===== config.mk =====
export PLATFORM = sky130hd
export DESIGN_NAME = user_lut_cell_flat
export DESIGN_NICKNAME = d
export VERILOG_FILES = /design/src/rtl/user_lut_cell_if.sv /design/src/rtl/user_lut_cell.sv /design/src/flat_wrapper.sv
export SDC_FILE = /design/constraint.sdc
export NUM_CORES = 1
export LEC_CHECK = 0
export CAP_MARGIN = 5
export CORE_MARGIN = 3
export CORE_UTILIZATION = 50
export CTS_BUF_LIST = sky130_fd_sc_hd__clkbuf_16
export DETAILED_ROUTE_END_ITERATION = 7
export PLACE_DENSITY_LB_ADDON = 0.12
export SLEW_MARGIN = 20
export SYNTH_ARGS = -nofsm -noshare
export SYNTH_HDL_FRONTEND = slang
export SYNTH_SLANG_ARGS = --single-unit

===== constraint.sdc =====
create_clock -name bus_io_in -period 3.61 [get_ports bus_io_in]
set_input_delay 0.5415 -clock bus_io_in [delete_from_list [all_inputs] [get_ports bus_io_in]]
set_output_delay 0.5415 -clock bus_io_in [all_outputs]
set_load 0.05 [all_outputs]

===== src/rtl/user_lut_cell_if.sv =====
// -----------------------------------------------------------------------------
// user_lut_cell_if -- pin bundle of the user LUT cell.
//
// io_in  [7:0] : bit 0 clock, bit 1 reset (async, active-high), bit 2 cfg_en,
//                bit 3 cfg_data (serial table bit, MSB first),
//                bits 4 +: LUT_K LUT data inputs (in0 = bit 4), upper bits unused.
// io_out [7:0] : bit 0 lut_out, bit 1 cfg_busy, bit 2 cfg_done, bit 3 zero,
//                bits 7:4 edge_cnt.
//
// Modports: master drives io_in and observes io_out; slave is the cell itself.
// -----------------------------------------------------------------------------
interface user_lut_cell_if;
  logic [7:0] io_in;
  logic [7:0] io_out;

  modport master (output io_in, input io_out);
  modport slave  (input io_in, output io_out);
endinterface


===== src/rtl/user_lut_cell.sv =====
// -----------------------------------------------------------------------------
// user_lut_cell -- reconfigurable LUT_K-input lookup table with serial loader.
//
// The data inputs are registered once (in_q) and the table lookup is registered
// again (lut_q), giving a two-clock input-to-output latency. A new truth table is
// shifted in MSB first while cfg_en is held; the table in use (active_q) is only
// replaced by a complete load in the COMMIT state, so evaluation never sees a
// partially loaded table.
//
// Ports:
//   bus : user_lut_cell_if.slave -- clock and reset arrive on io_in[0] and
//         io_in[1]; see the interface file for the remaining pin map.
//
// Parameters:
//   LUT_K      : number of LUT inputs, 1..4.
//   INIT_TABLE : truth table loaded by reset (8'hEC = (in0 & in2) | in1).
//
// Optional feature (macro LUT_EDGE_COUNT_EN): when defined, io_out[7:4] counts
// rising edges of lut_out modulo 16; when undefined, io_out[7:4] is tied to 0
// and no counter or history flop exists.
// -----------------------------------------------------------------------------
module user_lut_cell #(
  parameter int                         LUT_K      = 3,
  parameter logic [(2**LUT_K)-1:0]      INIT_TABLE = 8'hEC
) (
  user_lut_cell_if.slave bus
);

  localparam int TBL_W = 2 ** LUT_K;
  localparam int CNT_W = $clog2(TBL_W + 1);
  localparam logic [CNT_W-1:0] CNT_FULL = CNT_W'(TBL_W);

  typedef enum logic [1:0] {
    ST_IDLE   = 2'd0,
    ST_LOAD   = 2'd1,
    ST_COMMIT = 2'd2,
    ST_WAIT   = 2'd3
  } state_e;

  logic             clk;
  logic             rst;
  logic             cfg_en;
  logic             cfg_data;
  logic [LUT_K-1:0] data_in;

  assign clk      = bus.io_in[0];
  assign rst      = bus.io_in[1];
  assign cfg_en   = bus.io_in[2];
  assign cfg_data = bus.io_in[3];
  assign data_in  = bus.io_in[4 +: LUT_K];

  state_e           state_q, state_d;
  logic [CNT_W-1:0] cnt_q, cnt_d;
  logic [TBL_W-1:0] shift_q, shift_d;
  logic [TBL_W-1:0] active_q, active_d;
  logic [LUT_K-1:0] in_q;
  logic             lut_q;
  logic             cfg_busy;
  logic             cfg_done;
  logic [3:0]       edge_cnt;

  // State register: FSM, loader and two-stage evaluation pipeline.
  always_ff @(posedge clk or posedge rst) begin
    if (rst) begin
      state_q  <= ST_IDLE;
      cnt_q    <= '0;
      shift_q  <= '0;
      active_q <= INIT_TABLE;
      in_q     <= '0;
      lut_q    <= 1'b0;
    end else begin
      state_q  <= state_d;
      cnt_q    <= cnt_d;
      shift_q  <= shift_d;
      active_q <= active_d;
      in_q     <= data_in;
      // Lookup always uses the committed table, never shift_q.
      lut_q    <= active_q[in_q];
    end
  end

  // Next-state logic for the serial table loader.
  always_comb begin
    state_d  = state_q;
    cnt_d    = cnt_q;
    shift_d  = shift_q;
    active_d = active_q;
    case (state_q)
      ST_IDLE: begin
        if (cfg_en) begin
          // The bit sampled on the entry cycle is the table MSB.
          state_d = ST_LOAD;
          shift_d = {{(TBL_W-1){1'b0}}, cfg_data};
          cnt_d   = CNT_W'(1);
        end else begin
          state_d = ST_IDLE;
        end
      end
      ST_LOAD: begin
        if (cnt_q == CNT_FULL) begin
          // All bits are in; commit regardless of cfg_en.
          state_d = ST_COMMIT;
        end else if (cfg_en) begin
          shift_d = {shift_q[TBL_W-2:0], cfg_data};
          cnt_d   = cnt_q + CNT_W'(1);
        end else begin
          // Aborted load: drop the partial table.
          state_d = ST_IDLE;
          shift_d = '0;
          cnt_d   = '0;
        end
      end
      ST_COMMIT: begin
        active_d = shift_q;
        cnt_d    = '0;
        if (cfg_en) begin
          state_d = ST_WAIT;
        end else begin
          state_d = ST_IDLE;
        end
      end
      ST_WAIT: begin
        // A further load needs cfg_en to drop first.
        if (!cfg_en) begin
          state_d = ST_IDLE;
        end else begin
          state_d = ST_WAIT;
        end
      end
      default: begin
        state_d = ST_IDLE;
        cnt_d   = '0;
        shift_d = '0;
      end
    endcase
  end

  // Output decode of the loader state.
  always_comb begin
    cfg_busy = 1'b0;
    cfg_done = 1'b0;
    case (state_q)
      ST_LOAD:   cfg_busy = 1'b1;
      ST_COMMIT: cfg_done = 1'b1;
      default: begin
        cfg_busy = 1'b0;
        cfg_done = 1'b0;
      end
    endcase
  end

`ifdef LUT_EDGE_COUNT_EN
  logic       hist_q;
  logic [3:0] edge_cnt_q;

  // Rising-edge counter on lut_out, wrapping modulo 16.
  always_ff @(posedge clk or posedge rst) begin
    if (rst) begin
      hist_q     <= 1'b0;
      edge_cnt_q <= 4'd0;
    end else begin
      hist_q <= lut_q;
      if (lut_q && !hist_q) begin
        edge_cnt_q <= edge_cnt_q + 4'd1;
      end else begin
        edge_cnt_q <= edge_cnt_q;
      end
    end
  end

  assign edge_cnt = edge_cnt_q;
`else
  assign edge_cnt = 4'd0;
`endif

  assign bus.io_out = {edge_cnt, 1'b0, cfg_done, cfg_busy, lut_q};

endmodule


===== src/flat_wrapper.sv =====
// flat-port wrapper written by rule: the top's interface ports become plain ports
module user_lut_cell_flat 
#(
  parameter int                         LUT_K      = 3,
  parameter logic [(2**LUT_K)-1:0]      INIT_TABLE = 8'hEC
)
  (bus_io_in, bus_io_out);
  user_lut_cell_if bus_i ();
  input wire logic [$bits(bus_i.io_in)-1:0] bus_io_in;
  output wire logic [$bits(bus_i.io_out)-1:0] bus_io_out;
  assign bus_i.io_in = bus_io_in;
  assign bus_io_out = bus_i.io_out;
  user_lut_cell #(.LUT_K(LUT_K), .INIT_TABLE(INIT_TABLE)) u_core (.bus(bus_i));
endmodule

; After elaboration in Yosys (flattened, before gate mapping)
; Cells that the tools add are included.
[classes]
n_addsub = 1
order_cmp = 1
eq_ne = 7
n_mux = 17
n_reduce_logical = 6
[ops]
columns = cell, n
row1 = 8-bit two-way mux, 3
row2 = 8-bit one-hot mux with 2 select lines, 1
row3 = 4-bit two-way mux, 3
row4 = 4-bit one-hot mux with 3 select lines, 1
row5 = 2-bit two-way mux, 3
row6 = 2-bit one-hot mux with 3 select lines, 1
row7 = 3-bit AND reduction, 2
row8 = "4-bit by 1-bit adder with 4-bit output, second input constant", 1
row9 = "2-bit == test, second input constant", 2
row10 = "4-bit == test, second input constant", 1
row11 = "3-bit by 4-bit < comparator with 1-bit output, second input constant", 1
row12 = 1-bit two-way mux, 4
row13 = "2-bit inequality test, second input constant", 2
row14 = 1-bit binary-select mux with 3-bit select, 1
row15 = "3-bit by 2-bit inequality test with 1-bit output, second input constant", 1
row16 = 3-bit nonzero test, 1
row17 = "2-bit by 1-bit == test with 1-bit output, second input constant", 1
row18 = 2-bit logical NOT, 1
row19 = 2-bit nonzero test, 1
row20 = 2-bit OR reduction, 1
[totals]
register_bits = 26
inputBits = 8
output_inout_bits = 8
word_cells = 38

; Logic depth before layout (Yosys ltp)
[logic_depth]
word_depth = 4
depth_mapped = 6
ltp_nobuf = 5

; Worst setup path before layout
; OpenSTA, ideal clock, no wires.
[synth_path]
kind = register to register
start = reg u_core.state_q[1]
end = reg u_core.shift_q[1]
setup_ps = 125
arrival_ps = 1598
required_ps = 3485
slack_ps = 1887
path_stages_with_launch = 6
n_path_buf = 0
period_less_slack_ps = 1723
cell_sequence = dfrtp_1 > inv_1 > ha_1 > and4b_4 > nor3_4 > mux2_2
[synth_via]
elab_chain_len = 3
word_cells_on_any_way = 7
classes_between = 3 x eq/ne / 1 x mux / 3 x reduce/logical
[synth_rtl]
columns = item, line_no
row1 = start: declaration, user_lut_cell.sv:52  ; state_e state_q, state_d;
row2 = start signal: assignment, user_lut_cell.sv:72  ; state_q <= state_d;
row3 = 2-bit by 1-bit == test with 1-bit output / 2-bit logical NOT (equally long branches), user_lut_cell.sv:88  ; case (state_q)
row4 = 2-bit inequality test (no line) / 2-bit nonzero test (equally long branches), n/a
row5 = 3-bit AND reduction (no line), n/a
row6 = end signal: assignment, user_lut_cell.sv:74  ; shift_q <= shift_d;
row7 = end: declaration, user_lut_cell.sv:54  ; logic [TBL_W-1:0] shift_q, shift_d;
; Parallel ways exist; a longest one is shown, timed or not.
; A chain may end at the register's enable or synchronous reset.

==> results.py <==
metrics = {
    "status": {
        "status": "finished with violations",
        "failed_checks": "hold timing",
    },
    "global_route": {
        "gr-total-overflow": 0,
        "antenna_found_initial": 0,
        "grt_util_all_layers": 0.313,
        "grt_max_degree": 16,
        "grt_pass1_wl_mm": 6.81,
        "grt_pass1_vias": 1816,
    },
    "power": {
        "peakVddDrop_uv": 1430,
        "internal_power_mw": 2.23,
        "power_frac_seq": 0.101,
        "switching_share": 0.293,
        "p_switching_mw": 0.923,
        "power_leakage_nw": 1.26,
        "pwr-share-clk": 0.895,
        "p_comb_frac": 0.004,
        "powerDensity_nw_per_um2": 1340,
    },
    "synthesis": {
        "synth_async_sr_flop_share": 1.00,
        "synth-seq-cells": 26,
        "yosys_warnings": 0,
        "syn_area_sq_um": 1340,
        "synth-edff-count": 0,
        "avgSynthCellArea_sq_um": 12.4,
        "synth_seq_area_share": 0.490,
        "synth_ff_type": "dfrtp_1",
        "postSynthCellCount": 108,
        "synthDistinctLibCells": 29,
    },
    "die": {
        "pin_count": 16,
        "start_util": 0.531,
        "die_area_sq_um": 3340,
        "die-height_microns": 57.8,
        "row_count": 18,
        "die_w_microns": 57.8,
        "core_area_sq_um": 2520,
    },
    "sta": {
        "slew_headroom": 0.611,
        "final.setup.tns_ns": 0,
        "finalClockSkew_ns": 0.00259,
        "finalSetupViolations": 0,
        "maxSlewViolCount": 0,
        "rsz0062_at_grt": "false",
        "hold_slack_ns": -0.243,
        "tightest_slew_ns": 0.584,
        "hold_violations": 3,
    },
    "route": {
        "routed_wirelength_mm": 4.23,
        "drtAntennaViolNets": 0,
        "via_count": 1190,
        "via_per_inst": 5.89,
        "drtPass1Iterations": 4,
        "wl_per_cell_microns": 20.9,
        "post-route-drc-count": 0,
        "first_iter_violations": 72,
    },
    "setup_path": {
        "critPathKind": "clk2reg",
        "end_kind": "register",
        "cp_max_fo": 5,
        "cp_cell_sequence": "clkbuf_16 > clkbuf_16 > clkbuf_16 > nor2b_1 > clkbuf_16 > clkbuf_16 > nor3_4 > clkbuf_16 > clkbuf_16 > mux2_2",
        "crit_family": "buffers and inverters",
        "ff2ff_path_depth": 7,
        "reg2reg_slack_ns": 1.23,
        "critPathMaxStageDelay_ns": 0.28,
        "cp_num_buf_inv": 7,
        "timing.rr.end": "u_core.cnt_q[0]$_DFFE_PP0P_",
        "startpoint": "bus_io_in[2]",
        "cp_data_required_time_ns": 3.76,
        "crit_path_start_kind": "clock port",
        "cp_slowest_cell": "mux2_2",
        "r2r_start": "u_core.state_q[1]$_DFFE_PP0P_",
        "critPathMostFrequentCell": "clkbuf_16",
        "arrival_ns": 3.42,
    },
    "final_layout": {
        "final_common_cell": "inv_1",
        "final_nets": 179,
        "drive_gt1_frac": 0.366,
        "seq_area_sq_um": 657,
        "syn_to_final_growth_pct": 75.9,
        "multiInputGateArea_sq_um": 593,
        "finalInstanceArea_sq_um": 2360,
        "final_cell_mix": "41 x inv_1, 34 x clkbuf_16, 21 x dfrtp_1, 18 x mux2_2",
        "fillCellCount": 74,
        "diodes": 0,
    },
    "clock_tree": {
        "cts_tree": "built",
        "postCtsSetupBuffers": 0,
        "cts-hold-fix-buffers": 0,
        "clk_pin_slew_ns": 0.07,
        "clk_latency_ns": 0.27,
        "cts.repair.resized": 0,
    },
    "hold_path": {
        "hold_end": "u_core.in_q[1]$_DFF_PP0_",
        "worstHoldStart": "bus_io_in[5]",
        "holdPathStages": 0,
        "hp-class": "clk2reg",
    },
    "placed_design": {
        "place_congestion": 0.713,
        "placement.cell_area_sq_um": 1350,
        "io_buffers": 3,
        "dpl.hpwl_mm": 1.43,
    },
    "job": {
        "cap_violations": 0,
    },
}
[per-layer routing]
layer,vias up,share of wire,track usage
met5,-,0,0
met4,0,0.082,0.576
met3,45,0.13,0.379
met2,113,0.46,0.310
met1,542,0.33,0.186
li1,490,-,-
[logic make-up after synthesis]
family	after synthesis	share of synthesized area
and+or+nand+nor	22	0.107
buffers and inverters	20	0.0784
DFF	26	0.490
muxes	22	0.200
AOI/OAI and AO/OA	10	0.0560
other	1	0.00280
adders and majority gates	7	0.0654
[worst reg2reg max path, cell delays in order, from the launching register on]
cell and delay (ns):
dfrtp_1 0.43, inv_1 0.13, ha_1 0.41, and4b_4 0.35, nor3_1 0.31, clkbuf_16 0.22
clkbuf_16 0.12, mux2_2 0.31
[worst max path at each step]
stage,end,cells past startpoint
global route,u_core.cnt_q[0]$_DFFE_PP0P_,10
floorplan,u_core.cnt_q[0]$_DFFE_PP0P_,3
detailed placement,u_core.cnt_q[0]$_DFFE_PP0P_,3
CTS,u_core.shift_q[7]$_DFFE_PP0P_,10
finish,u_core.shift_q[7]$_DFFE_PP0P_,10
global placement,u_core.cnt_q[0]$_DFFE_PP0P_,3
[flip-flops by register name, indices dropped and copies added, names as in the netlist]
| name | count |
|---|---|
| u_core.active_q | 8 |
| u_core.shift_q | 8 |
| u_core.in_q | 3 |
| u_core.state_q | 2 |
| u_core.cnt_q | 4 |
| u_core.lut_q | 1 |
[cells in the mapped netlist (3+ instances only)]
cell / instances / share of area
dfrtp_1: 21 / 0.39
mux2_2: 18 / 0.15
inv_1: 9 / 0.025
buf_4: 8 / 0.045
and3_1: 7 / 0.033
ha_1: 7 / 0.065
dfstp_2: 5 / 0.098
clkbuf_1: 3 / 0.0084
nand2_1: 3 / 0.0084
o22ai_1: 3 / 0.014
[layout make-up]
cell class	count	share of cell area
Clock buffer	34	0.361
Clock inverter	36	0.0690
Inverter	7	0.0111
Multi-Input combinational cell	66	0.252
Sequential cell	26	0.279
Tap cell	30	0.0159
Timing Repair Buffer	3	0.0127
[per-stage QoR]
step | std cells | worst slack [ns] | total power, mW | util
finish | 202 | 0.343 | 3.15 | 0.935
global route | 202 | 0.322 | 3.29 | 0.935
CTS | 202 | 0.322 | 3.24 | 0.935
detailed placement | 134 | 0.999 | 0.716 | 0.536
global placement | 134 | 0.999 | 0.716 | 0.536
floorplan | 112 | 0.999 | 0.742 | -
[power by group through the flow]
stage	logic (mW)	clock network [mW]	registers [mW]
3_5_place_dp	0.0112	0.377	0.327
2_1_floorplan	0.0155	0.399	0.327
6_report	0.0115	2.82	0.319
3_3_place_gp	0.0112	0.377	0.327
4_1_cts	0.0112	2.91	0.319
5_1_grt	0.0118	2.96	0.319
Power figures use the tool's default switching activity.
